## src/rtl/controle_multiciclo_pkg.sv

```systemverilog
// rtl/controle_multiciclo_pkg.sv - shared encodings for the multicycle MIPS control unit
// Purpose: state codes, opcode/funct constants, ALUOp codes and datapath mux
//          encodings used by the controller, its interface and its testbench.
// Ports:   none (package).
package controle_multiciclo_pkg;

  typedef enum logic [3:0] {
    S_FETCH     = 4'd0,
    S_DECODE    = 4'd1,
    S_MEM_ADDR  = 4'd2,
    S_MEM_READ  = 4'd3,
    S_MEM_WB    = 4'd4,
    S_MEM_WRITE = 4'd5,
    S_R_EXEC    = 4'd6,
    S_R_WB      = 4'd7,
    S_BRANCH    = 4'd8,
    S_JUMP      = 4'd9,
    S_I_EXEC    = 4'd10,
    S_I_WB      = 4'd11,
    S_JR        = 4'd12,
    S_JAL       = 4'd13,
    S_TRAP      = 4'd14
  } state_t;

  localparam logic [5:0] OP_RTYPE = 6'b000000;
  localparam logic [5:0] OP_J     = 6'b000010;
  localparam logic [5:0] OP_JAL   = 6'b000011;
  localparam logic [5:0] OP_BEQ   = 6'b000100;
  localparam logic [5:0] OP_BNE   = 6'b000101;
  localparam logic [5:0] OP_ADDI  = 6'b001000;
  localparam logic [5:0] OP_SLTI  = 6'b001010;
  localparam logic [5:0] OP_ANDI  = 6'b001100;
  localparam logic [5:0] OP_ORI   = 6'b001101;
  localparam logic [5:0] OP_XORI  = 6'b001110;
  localparam logic [5:0] OP_LUI   = 6'b001111;
  localparam logic [5:0] OP_LW    = 6'b100011;
  localparam logic [5:0] OP_SW    = 6'b101011;

  localparam logic [5:0] FUNCT_JR = 6'b001000;

  localparam logic [1:0] ALUOP_ADD   = 2'b00;
  localparam logic [1:0] ALUOP_SUB   = 2'b01;
  localparam logic [1:0] ALUOP_RTYPE = 2'b10;
  localparam logic [1:0] ALUOP_ITYPE = 2'b11;

  localparam logic [1:0] PCSRC_ALU    = 2'b00;
  localparam logic [1:0] PCSRC_ALUOUT = 2'b01;
  localparam logic [1:0] PCSRC_JUMP   = 2'b10;
  localparam logic [1:0] PCSRC_RS     = 2'b11;

  localparam logic [1:0] REGDST_RT = 2'b00;
  localparam logic [1:0] REGDST_RD = 2'b01;
  localparam logic [1:0] REGDST_RA = 2'b10;

  localparam logic [1:0] MTR_ALUOUT = 2'b00;
  localparam logic [1:0] MTR_MDR    = 2'b01;
  localparam logic [1:0] MTR_PC     = 2'b10;

  localparam logic [1:0] SRCB_B     = 2'b00;
  localparam logic [1:0] SRCB_FOUR  = 2'b01;
  localparam logic [1:0] SRCB_IMM   = 2'b10;
  localparam logic [1:0] SRCB_BROFF = 2'b11;

  // addi plus the contiguous slti..lui block
  function automatic logic is_itype(input logic [5:0] op);
    return (op == OP_ADDI) || ((op >= OP_SLTI) && (op <= OP_LUI));
  endfunction

  // logical immediates take a zero-extended operand
  function automatic logic is_zext(input logic [5:0] op);
    return (op == OP_ANDI) || (op == OP_ORI) || (op == OP_XORI);
  endfunction

endpackage

```

## src/rtl/controle_multiciclo_if.sv

```systemverilog
// rtl/controle_multiciclo_if.sv - control bus between the controller and the datapath
// Purpose: bundles instruction fields and memory handshake (into the controller)
//          with every datapath control line (out of the controller).
// Ports:   none; modport master = controller side, slave = datapath/memory side.
interface controle_multiciclo_if;
  logic [5:0] opcode;
  logic [5:0] funct;
  logic       mem_ready;
  logic       pc_write;
  logic       pc_write_cond;
  logic       branch_ne;
  logic [1:0] pc_source;
  logic       i_or_d;
  logic       mem_read;
  logic       mem_write;
  logic       ir_write;
  logic       reg_write;
  logic [1:0] reg_dst;
  logic [1:0] mem_to_reg;
  logic       alu_src_a;
  logic [1:0] alu_src_b;
  logic       ext_zero;
  logic [1:0] alu_op;
  logic       instr_done;
  logic       trap;
  logic [3:0] state_out;

  modport master (
    input  opcode, funct, mem_ready,
    output pc_write, pc_write_cond, branch_ne, pc_source, i_or_d, mem_read,
           mem_write, ir_write, reg_write, reg_dst, mem_to_reg, alu_src_a,
           alu_src_b, ext_zero, alu_op, instr_done, trap, state_out
  );

  modport slave (
    output opcode, funct, mem_ready,
    input  pc_write, pc_write_cond, branch_ne, pc_source, i_or_d, mem_read,
           mem_write, ir_write, reg_write, reg_dst, mem_to_reg, alu_src_a,
           alu_src_b, ext_zero, alu_op, instr_done, trap, state_out
  );
endinterface

```

## src/rtl/controle_multiciclo_mem_wait_timer.sv

```systemverilog
// rtl/controle_multiciclo_mem_wait_timer.sv - memory wait-state counter with timeout flag
// Purpose: counts cycles spent waiting on mem_ready; flags when the count has
//          reached MEM_TIMEOUT. Saturates there so the flag stays up.
// Ports:   clk, reset (sync, active-high); clear restarts the count;
//          wait_cycle adds one; timeout is high while count == MEM_TIMEOUT.
module mem_wait_timer #(
  parameter int MEM_TIMEOUT = 255,
  parameter int CNT_W       = 8
) (
  input  logic clk,
  input  logic reset,
  input  logic clear,
  input  logic wait_cycle,
  output logic timeout
);

  localparam logic [CNT_W-1:0] LIMIT = CNT_W'(MEM_TIMEOUT);

  logic [CNT_W-1:0] count_q, count_d;

  assign timeout = (count_q == LIMIT);

  always_comb begin
    count_d = count_q;
    if (clear) begin
      count_d = '0;
    end else if (wait_cycle && !timeout) begin
      count_d = count_q + CNT_W'(1);
    end
  end

  always_ff @(posedge clk) begin
    if (reset) begin
      count_q <= '0;
    end else begin
      count_q <= count_d;
    end
  end

endmodule

```

## src/rtl/controle_multiciclo.sv

```systemverilog
// rtl/controle_multiciclo.sv - multicycle MIPS main control FSM
// Purpose: sequences fetch/decode/execute/memory/writeback, drives every
//          datapath mux and write enable, waits on a variable-latency memory
//          and traps on illegal opcodes or memory timeouts.
// Ports:   clk; reset (sync, active-high); bus (master modport): opcode, funct,
//          mem_ready in; PC/memory/IR/regfile/ALU controls, instr_done, trap,
//          state_out out.
module controle_multiciclo
  import controle_multiciclo_pkg::*;
#(
  parameter int MEM_TIMEOUT = 255,
  parameter int CNT_W       = 8
) (
  input logic                   clk,
  input logic                   reset,
  controle_multiciclo_if.master bus
);

  state_t state_q, state_d;
  logic   in_wait;
  logic   timeout;

  logic       pc_write_c, pc_write_cond_c, branch_ne_c, i_or_d_c, mem_read_c;
  logic       mem_write_c, ir_write_c, reg_write_c, alu_src_a_c, ext_zero_c;
  logic       instr_done_c;
  logic [1:0] pc_source_c, reg_dst_c, mem_to_reg_c, alu_src_b_c, alu_op_c;

  assign in_wait = (state_q == S_FETCH) || (state_q == S_MEM_READ) ||
                   (state_q == S_MEM_WRITE);

  // Any state change clears the count, which covers entry into each wait state.
  mem_wait_timer #(
    .MEM_TIMEOUT (MEM_TIMEOUT),
    .CNT_W       (CNT_W)
  ) u_timer (
    .clk        (clk),
    .reset      (reset),
    .clear      (state_d != state_q),
    .wait_cycle (in_wait && !bus.mem_ready),
    .timeout    (timeout)
  );

  always_comb begin
    state_d = state_q;
    case (state_q)
      S_FETCH: begin
        if (bus.mem_ready)  state_d = S_DECODE;
        else if (timeout)   state_d = S_TRAP;
      end
      S_DECODE: begin
        case (bus.opcode)
          OP_RTYPE:     state_d = (bus.funct == FUNCT_JR) ? S_JR : S_R_EXEC;
          OP_LW, OP_SW: state_d = S_MEM_ADDR;
          OP_BEQ, OP_BNE: state_d = S_BRANCH;
          OP_J:         state_d = S_JUMP;
          OP_JAL:       state_d = S_JAL;
          default:      state_d = is_itype(bus.opcode) ? S_I_EXEC : S_TRAP;
        endcase
      end
      S_MEM_ADDR:  state_d = (bus.opcode == OP_LW) ? S_MEM_READ : S_MEM_WRITE;
      S_MEM_READ: begin
        if (bus.mem_ready)  state_d = S_MEM_WB;
        else if (timeout)   state_d = S_TRAP;
      end
      S_MEM_WRITE: begin
        if (bus.mem_ready)  state_d = S_FETCH;
        else if (timeout)   state_d = S_TRAP;
      end
      S_R_EXEC:    state_d = S_R_WB;
      S_I_EXEC:    state_d = S_I_WB;
      S_MEM_WB, S_R_WB, S_I_WB, S_BRANCH, S_JUMP, S_JR, S_JAL:
                   state_d = S_FETCH;
      S_TRAP:      state_d = S_TRAP;
      default:     state_d = S_TRAP;
    endcase
  end

  always_ff @(posedge clk) begin
    if (reset) begin
      state_q <= S_FETCH;
    end else begin
      state_q <= state_d;
    end
  end

  always_comb begin
    pc_write_c      = 1'b0;
    pc_write_cond_c = 1'b0;
    branch_ne_c     = 1'b0;
    pc_source_c     = PCSRC_ALU;
    i_or_d_c        = 1'b0;
    mem_read_c      = 1'b0;
    mem_write_c     = 1'b0;
    ir_write_c      = 1'b0;
    reg_write_c     = 1'b0;
    reg_dst_c       = REGDST_RT;
    mem_to_reg_c    = MTR_ALUOUT;
    alu_src_a_c     = 1'b0;
    alu_src_b_c     = SRCB_B;
    ext_zero_c      = 1'b0;
    alu_op_c        = ALUOP_ADD;
    instr_done_c    = 1'b0;
    case (state_q)
      S_FETCH: begin
        mem_read_c  = 1'b1;
        alu_src_b_c = SRCB_FOUR;
        // IR and PC+4 are committed only when the word actually arrives
        ir_write_c  = bus.mem_ready;
        pc_write_c  = bus.mem_ready;
      end
      S_DECODE: alu_src_b_c = SRCB_BROFF;
      S_MEM_ADDR: begin
        alu_src_a_c = 1'b1;
        alu_src_b_c = SRCB_IMM;
      end
      S_MEM_READ: begin
        mem_read_c = 1'b1;
        i_or_d_c   = 1'b1;
      end
      S_MEM_WB: begin
        reg_write_c  = 1'b1;
        mem_to_reg_c = MTR_MDR;
        instr_done_c = 1'b1;
      end
      S_MEM_WRITE: begin
        mem_write_c  = 1'b1;
        i_or_d_c     = 1'b1;
        instr_done_c = bus.mem_ready;
      end
      S_R_EXEC: begin
        alu_src_a_c = 1'b1;
        alu_op_c    = ALUOP_RTYPE;
      end
      S_R_WB: begin
        reg_write_c  = 1'b1;
        reg_dst_c    = REGDST_RD;
        instr_done_c = 1'b1;
      end
      S_I_EXEC, S_I_WB: begin
        // alu_op/ext_zero stay put across both states so ALUOut is stable
        alu_op_c   = (bus.opcode == OP_ADDI) ? ALUOP_ADD : ALUOP_ITYPE;
        ext_zero_c = is_zext(bus.opcode);
        if (state_q == S_I_EXEC) begin
          alu_src_a_c = 1'b1;
          alu_src_b_c = SRCB_IMM;
        end else begin
          reg_write_c  = 1'b1;
          instr_done_c = 1'b1;
        end
      end
      S_BRANCH: begin
        alu_src_a_c     = 1'b1;
        alu_op_c        = ALUOP_SUB;
        pc_write_cond_c = 1'b1;
        pc_source_c     = PCSRC_ALUOUT;
        branch_ne_c     = (bus.opcode == OP_BNE);
        instr_done_c    = 1'b1;
      end
      S_JUMP: begin
        pc_write_c   = 1'b1;
        pc_source_c  = PCSRC_JUMP;
        instr_done_c = 1'b1;
      end
      S_JR: begin
        pc_write_c   = 1'b1;
        pc_source_c  = PCSRC_RS;
        instr_done_c = 1'b1;
      end
      S_JAL: begin
        // PC already holds PC+4 from fetch, so it is the link value
        reg_write_c  = 1'b1;
        reg_dst_c    = REGDST_RA;
        mem_to_reg_c = MTR_PC;
        pc_write_c   = 1'b1;
        pc_source_c  = PCSRC_JUMP;
        instr_done_c = 1'b1;
      end
      default: ;
    endcase
  end

  // Reset may land mid-instruction while state_q still holds a write state;
  // gating the enables keeps that cycle from committing anything.
  assign bus.pc_write      = pc_write_c      & ~reset;
  assign bus.pc_write_cond = pc_write_cond_c & ~reset;
  assign bus.ir_write      = ir_write_c      & ~reset;
  assign bus.reg_write     = reg_write_c     & ~reset;
  assign bus.mem_write     = mem_write_c     & ~reset;
  assign bus.instr_done    = instr_done_c    & ~reset;
  assign bus.branch_ne     = branch_ne_c;
  assign bus.pc_source     = pc_source_c;
  assign bus.i_or_d        = i_or_d_c;
  assign bus.mem_read      = mem_read_c;
  assign bus.reg_dst       = reg_dst_c;
  assign bus.mem_to_reg    = mem_to_reg_c;
  assign bus.alu_src_a     = alu_src_a_c;
  assign bus.alu_src_b     = alu_src_b_c;
  assign bus.ext_zero      = ext_zero_c;
  assign bus.alu_op        = alu_op_c;
  assign bus.trap          = (state_q == S_TRAP);
  assign bus.state_out     = state_q;

endmodule

```

## src/flat_wrapper.sv

```systemverilog
// flat-port wrapper written by rule: the top's interface ports become plain ports
module controle_multiciclo_flat import controle_multiciclo_pkg::*;
#(
  parameter int MEM_TIMEOUT = 255,
  parameter int CNT_W       = 8
)
  (clk, reset, bus_opcode, bus_funct, bus_mem_ready, bus_pc_write, bus_pc_write_cond, bus_branch_ne, bus_pc_source, bus_i_or_d, bus_mem_read, bus_mem_write, bus_ir_write, bus_reg_write, bus_reg_dst, bus_mem_to_reg, bus_alu_src_a, bus_alu_src_b, bus_ext_zero, bus_alu_op, bus_instr_done, bus_trap, bus_state_out);
  controle_multiciclo_if bus_i ();
  input logic clk;
  input logic reset;
  input wire logic [$bits(bus_i.opcode)-1:0] bus_opcode;
  input wire logic [$bits(bus_i.funct)-1:0] bus_funct;
  input wire logic [$bits(bus_i.mem_ready)-1:0] bus_mem_ready;
  output wire logic [$bits(bus_i.pc_write)-1:0] bus_pc_write;
  output wire logic [$bits(bus_i.pc_write_cond)-1:0] bus_pc_write_cond;
  output wire logic [$bits(bus_i.branch_ne)-1:0] bus_branch_ne;
  output wire logic [$bits(bus_i.pc_source)-1:0] bus_pc_source;
  output wire logic [$bits(bus_i.i_or_d)-1:0] bus_i_or_d;
  output wire logic [$bits(bus_i.mem_read)-1:0] bus_mem_read;
  output wire logic [$bits(bus_i.mem_write)-1:0] bus_mem_write;
  output wire logic [$bits(bus_i.ir_write)-1:0] bus_ir_write;
  output wire logic [$bits(bus_i.reg_write)-1:0] bus_reg_write;
  output wire logic [$bits(bus_i.reg_dst)-1:0] bus_reg_dst;
  output wire logic [$bits(bus_i.mem_to_reg)-1:0] bus_mem_to_reg;
  output wire logic [$bits(bus_i.alu_src_a)-1:0] bus_alu_src_a;
  output wire logic [$bits(bus_i.alu_src_b)-1:0] bus_alu_src_b;
  output wire logic [$bits(bus_i.ext_zero)-1:0] bus_ext_zero;
  output wire logic [$bits(bus_i.alu_op)-1:0] bus_alu_op;
  output wire logic [$bits(bus_i.instr_done)-1:0] bus_instr_done;
  output wire logic [$bits(bus_i.trap)-1:0] bus_trap;
  output wire logic [$bits(bus_i.state_out)-1:0] bus_state_out;
  assign bus_i.opcode = bus_opcode;
  assign bus_i.funct = bus_funct;
  assign bus_i.mem_ready = bus_mem_ready;
  assign bus_pc_write = bus_i.pc_write;
  assign bus_pc_write_cond = bus_i.pc_write_cond;
  assign bus_branch_ne = bus_i.branch_ne;
  assign bus_pc_source = bus_i.pc_source;
  assign bus_i_or_d = bus_i.i_or_d;
  assign bus_mem_read = bus_i.mem_read;
  assign bus_mem_write = bus_i.mem_write;
  assign bus_ir_write = bus_i.ir_write;
  assign bus_reg_write = bus_i.reg_write;
  assign bus_reg_dst = bus_i.reg_dst;
  assign bus_mem_to_reg = bus_i.mem_to_reg;
  assign bus_alu_src_a = bus_i.alu_src_a;
  assign bus_alu_src_b = bus_i.alu_src_b;
  assign bus_ext_zero = bus_i.ext_zero;
  assign bus_alu_op = bus_i.alu_op;
  assign bus_instr_done = bus_i.instr_done;
  assign bus_trap = bus_i.trap;
  assign bus_state_out = bus_i.state_out;
  controle_multiciclo #(.MEM_TIMEOUT(MEM_TIMEOUT), .CNT_W(CNT_W)) u_core (.clk(clk), .reset(reset), .bus(bus_i));
endmodule
```

## config.mk

```make
export PLATFORM = sky130hd
export DESIGN_NAME = controle_multiciclo_flat
export DESIGN_NICKNAME = d
export VERILOG_FILES = /design/src/rtl/controle_multiciclo_pkg.sv /design/src/rtl/controle_multiciclo_if.sv /design/src/rtl/controle_multiciclo_mem_wait_timer.sv /design/src/rtl/controle_multiciclo.sv /design/src/flat_wrapper.sv
export SDC_FILE = /design/constraint.sdc
export NUM_CORES = 1
export LEC_CHECK = 0
export ABC_AREA = 1
export CORE_MARGIN = 8
export CORE_UTILIZATION = 50
export CTS_BUF_LIST = sky130_fd_sc_hd__clkbuf_8
export DETAILED_ROUTE_END_ITERATION = 8
export PLACE_DENSITY = 0.88
export RECOVER_POWER = 50
export SYNTH_ARGS = -nofsm -noshare
export SYNTH_HDL_FRONTEND = slang
export SYNTH_SLANG_ARGS = --single-unit
```

## constraint.sdc

```tcl
create_clock -name clk -period 4.6 [get_ports clk]
set_input_delay 0.92 -clock clk [delete_from_list [all_inputs] [get_ports clk]]
set_output_delay 0.92 -clock clk [all_outputs]
set_load 0.01 [all_outputs]
```

# Word level (Yosys, flattened, before mapping)
# Cells that the tools add are included.
# classes
addsub,1
n_lt_le_gt_ge,2
eq_ne,27
muxes,29
bitwise,7
n_reduce_logical,24
# ops
op,count
$pmux W4 S8,1
$eq A6 B4 Y1 const B,5
$eq A4 B4 Y1 const B,7
$mux W4,5
$pmux W4 S5,1
$eq A4 B3 Y1 const B,4
$reduce_or A2 Y1,7
$eq A6 B2 Y1 const B,2
$eq A6 B3 Y1 const B,2
$eq A6 B6 Y1 const B,2
$pmux W2 S3,2
$mux W1,9
$reduce_or A3 Y1,3
$add A8 B1 Y8 const B,1
$eq A4 B2 Y1 const B,2
$eq A8 B8 Y1 const B,1
$pmux W2 S2,2
$pmux W2 S4,1
$reduce_or A7 Y1,1
$and A1 B1 Y1,6
$ge A6 B4 Y1 const B,1
$le A6 B4 Y1 const B,1
$logic_not A6 Y1,1
$mux W3,2
other kinds (11),21
# word_totals
reg_bits,12
inputBits,15
output_inout_bits,26
word_cells,92

# Depth between registers and ports, before layout
# depth
depth_word,8
depth_mapped,11
ltp_nobuf,11

# Modules after synthesis
# Synthesis repeated with hierarchy kept, for this count alone.
# unflattened
hier_cells,226
area_unflattened_um2,1243.7
# by_module_without_submodules
mod,n_inst,cells_each,area_per_inst_um2,seq_area_each_um2
controle_multiciclo,1,154,787.0,80.1
mem_wait_timer,1,72,456.7,160.2

# Worst setup path after synthesis
# No wires, ideal clock.
# synth_timing
kind,input to output
from,in bus_opcode[5]
to,out bus_alu_op[0]
t_arrival_ps,1600
slack_ps,2080
cell_stages,4
path_cell_list,nor2_1 -> nand2_1 -> o32ai_1 -> nand2_1
# synth_between
elab_chain_cells,3
# synth_lines
item,line,text
from (decl),flat_wrapper.sv:11,input wire logic [$bits(bus_i.opcode)-1:0] bus_opcode;
$eq A6 B4 Y1,controle_multiciclo.sv:141,alu_op_c = (bus.opcode == OP_ADDI) ? ALUOP_ADD : ALUOP_ITYPE;
$mux W2,controle_multiciclo.sv:141,
$pmux W2 S3,controle_multiciclo.sv:103,case (state_q)
to (decl),flat_wrapper.sv:28,output wire logic [$bits(bus_i.alu_op)-1:0] bus_alu_op;
# Every way passes these cells.

# Final worst setup path
# Ends and elaborated chain as after synthesis.

==> impl_metrics.py <==
metrics = {
    "outcome": {
        "status": "complete, no violations",
    },
    "timing": {
        "setup_viol": 0,
        "fin_setup_tns_ps": 0,
        "rsz0062_at_grt": "no",
        "worstMarginPinSlew_ps": 412,
        "finalHoldViolCount": 0,
        "clock_skew_ps": 2.95,
        "period_share": 0.799,
        "slew_headroom": 0.725,
        "min_period_ps": 3680,
        "fmax_mhz": 272,
        "drv_slew": 0,
    },
    "route": {
        "first_pass_iters": 4,
        "dr_total_vias": 1477,
        "routed_wl_um": 3580,
        "route.detailed.drc": 0,
        "drtIter0Drc": 99,
        "routedWlPerCell_um": 12.3,
        "postRouteAntennaNets": 0,
        "avgViaCountPerCell": 5.09,
    },
    "power": {
        "switching_power_mw": 0.441,
        "pwr-share-clk": 0.134,
        "power_density_nw_per_um2": 510,
        "ir_worst_vdd_v": 0.000380,
        "power_frac_comb": 0.684,
        "power_mw": 0.873,
        "power.internal_mw": 0.433,
        "switching_share": 0.505,
        "p_leak_nw": 0.778,
        "seq_power_share": 0.182,
    },
    "die": {
        "core_um2": 2450,
        "pin_count": 41,
        "dieArea_um2": 4410,
        "fp-row-count": 18,
        "start_util": 0.518,
        "die_h_um": 66.4,
        "dieWidth_um": 66.4,
    },
    "final_layout": {
        "multiInputGateArea_um2": 848,
        "nNetsFinal": 277,
        "seqCellArea_um2": 240,
        "fin_area_um2": 1710,
        "num-fill-cells": 222,
        "drive_above_1_share": 0.0846,
        "area_growth_syn_to_layout_pct": 34.6,
        "diodes": 0,
    },
    "setup_path": {
        "crit_start": "bus_opcode[5]",
        "worstReg2RegStart": "u_core.bus.state_out[1]",
        "worstPathRequired_ps": 3680,
        "arrival_ps": 2760,
        "worstSetupPathType": "primary input to primary output",
        "crit_path_start_kind": "primary input",
        "critPathMaxFanout": 4,
        "cp-end-kind": "primary output",
    },
    "place": {
        "place_congestion": 0.945,
        "hpwl_um": 2970,
        "place_area_um2": 1700,
        "numPortBuffers": 40,
    },
    "hold_path": {
        "worstHoldStart": "u_core.u_timer.count_q[1]",
        "hold_path_class": "flip-flop to flip-flop",
    },
    "clock_network": {
        "path_clk_slew_ps": 50,
        "cts_buffer_depth": 2,
        "clk_latency_ps": 250,
        "cts_buffers": 3,
        "postCtsSetupRepairBufs": 0,
        "ctsHoldBuffers": 0,
        "cts_sinks": 12,
        "root_buffer": "clkbuf_8",
        "cts_resized": 0,
        "htreeDepth": 1,
        "cts_tree": "built",
    },
    "yosys": {
        "yosysTopAreaCell": "dfxtp_1",
        "synth_edf_count": 0,
        "synth.area.top_cells": "dfxtp_1 19%, nand2_1 17%, nor2_1 11%, nand3_1 9.0%, inv_1 8.6%",
        "syn_nets": 235,
        "synth_top_flop_cell": "dfxtp_1",
        "syn_area_um2": 1270,
        "ys_types": 26,
        "synthCells": 219,
        "async_reset_ff_frac": 0,
        "syn-mean-instance-area_um2": 5.81,
        "ys_seq_area_frac": 0.189,
        "ys_warn_count": 0,
        "yosys_register_bits": 12,
        "yosysTopAreaCellShare": 0.189,
    },
    "grt": {
        "antenna_found_initial": 0,
        "overflow": 0,
        "grt_max_degree": 12,
        "grt_pass1_wl_um": 5800,
        "track_usage": 0.164,
        "grt_pass1_vias": 1280,
    },
    "job": {
        "maxCapViolCount": 0,
    },
}
## final cells by class
class,count,share of cell area
Sequential cell,12,0.140
Tap cell,30,0.0219
Inverter,35,0.0767
Timing Repair Buffer,40,0.234
Clock buffer,4,0.0321
Multi-Input combinational cell,169,0.495
## flip-flops by register name, summed over array words and instances, names as in the netlist
signal	flops
u_core.bus.state_out	4
u_core.u_timer.count_q	8
## power groups by stage
stage          Sequential [mW]  Clock (mW)  Combinational, mW
4_1_cts                  0.159       0.121              0.640
2_1_floorplan            0.160           0              0.403
3_3_place_gp             0.160           0              0.631
3_5_place_dp             0.161           0              0.638
6_report                 0.159       0.117              0.597
5_1_grt                  0.162       0.126              0.651
## worst max-delay path, cell delays in order
cell             delay (ps)
dlygate4sd3_1           580
nor2_1                  230
nand2_1                 130
o32ai_1                 290
nand2_1                  90
clkdlybuf4s50_1         500
## stage by stage
stage	hold slack (ps)	util	instances	setup WS [ps]
after floorplan	528	-	219	2080
after global placement	548	0.691	286	1100
after detailed placement	558	0.691	286	1050
after CTS	567	0.713	290	1050
after global routing	603	0.698	290	750
final	560	0.698	290	924
## kinds of logic after synthesis
logic type	after synthesis	share of synthesized area
simple gates	148	0.588
buf+inv	38	0.115
compound gates	16	0.0708
flops	12	0.189
xor+xnor	4	0.0275
fa+ha+maj	1	0.00983
## cell usage after synthesis, types with 2 or more instances
| cell | n |
|---|---|
| clkbuf_1 | 2 |
| nand2_1 | 59 |
| dfxtp_1 | 12 |
| inv_2 | 6 |
| nor2_1 | 38 |
| nor3_2 | 8 |
| a21oi_1 | 9 |
| nand4_1 | 3 |
| inv_1 | 29 |
| nor2_4 | 4 |
| nor3_1 | 3 |
| nand3b_1 | 2 |
| o21ai_0 | 2 |
| xor2_1 | 3 |
| nand2_2 | 3 |
| nand3_1 | 23 |
| nand3_4 | 4 |
## per-layer routing
layer | vias to the layer above | part of all wire | GRT usage
met5 | - | 0 | 0
met4 | 0 | 0.010 | 0.0320
met3 | 4 | 0.051 | 0.0424
met2 | 43 | 0.47 | 0.276
met1 | 653 | 0.47 | 0.205
li1 | 777 | - | -
## placed cells by master (no fill, tap or decap)
cell and count:
a21oi_1 9, a31oi_1 1, a41oi_1 1, and3_1 1
clkbuf_8 4, clkdlybuf4s50_1 32, dfxtp_1 12, dlygate4sd3_1 8
ha_1 1, inv_1 30, inv_2 5, nand2_1 59
nand2_2 3, nand3_1 24, nand3_4 3, nand3b_1 2
nand4_1 3, nor2_1 38, nor2_4 4, nor3_1 8
nor3_2 3, o21ai_0 2, o21ai_1 1, o22ai_1 1
o32ai_1 1, xnor2_1 1, xor2_1 3
## final timing paths
kind	end	slack (ps)	depth (start not counted)
max	bus_alu_op[0]	920	6
min	u_core.u_timer.count_q[1]	560	4
max reg2reg	u_core.u_timer.count_q[4]	2620	8
min reg2reg	u_core.u_timer.count_q[1]	560	4
No activity file was read; power rests on OpenSTA's default activity.
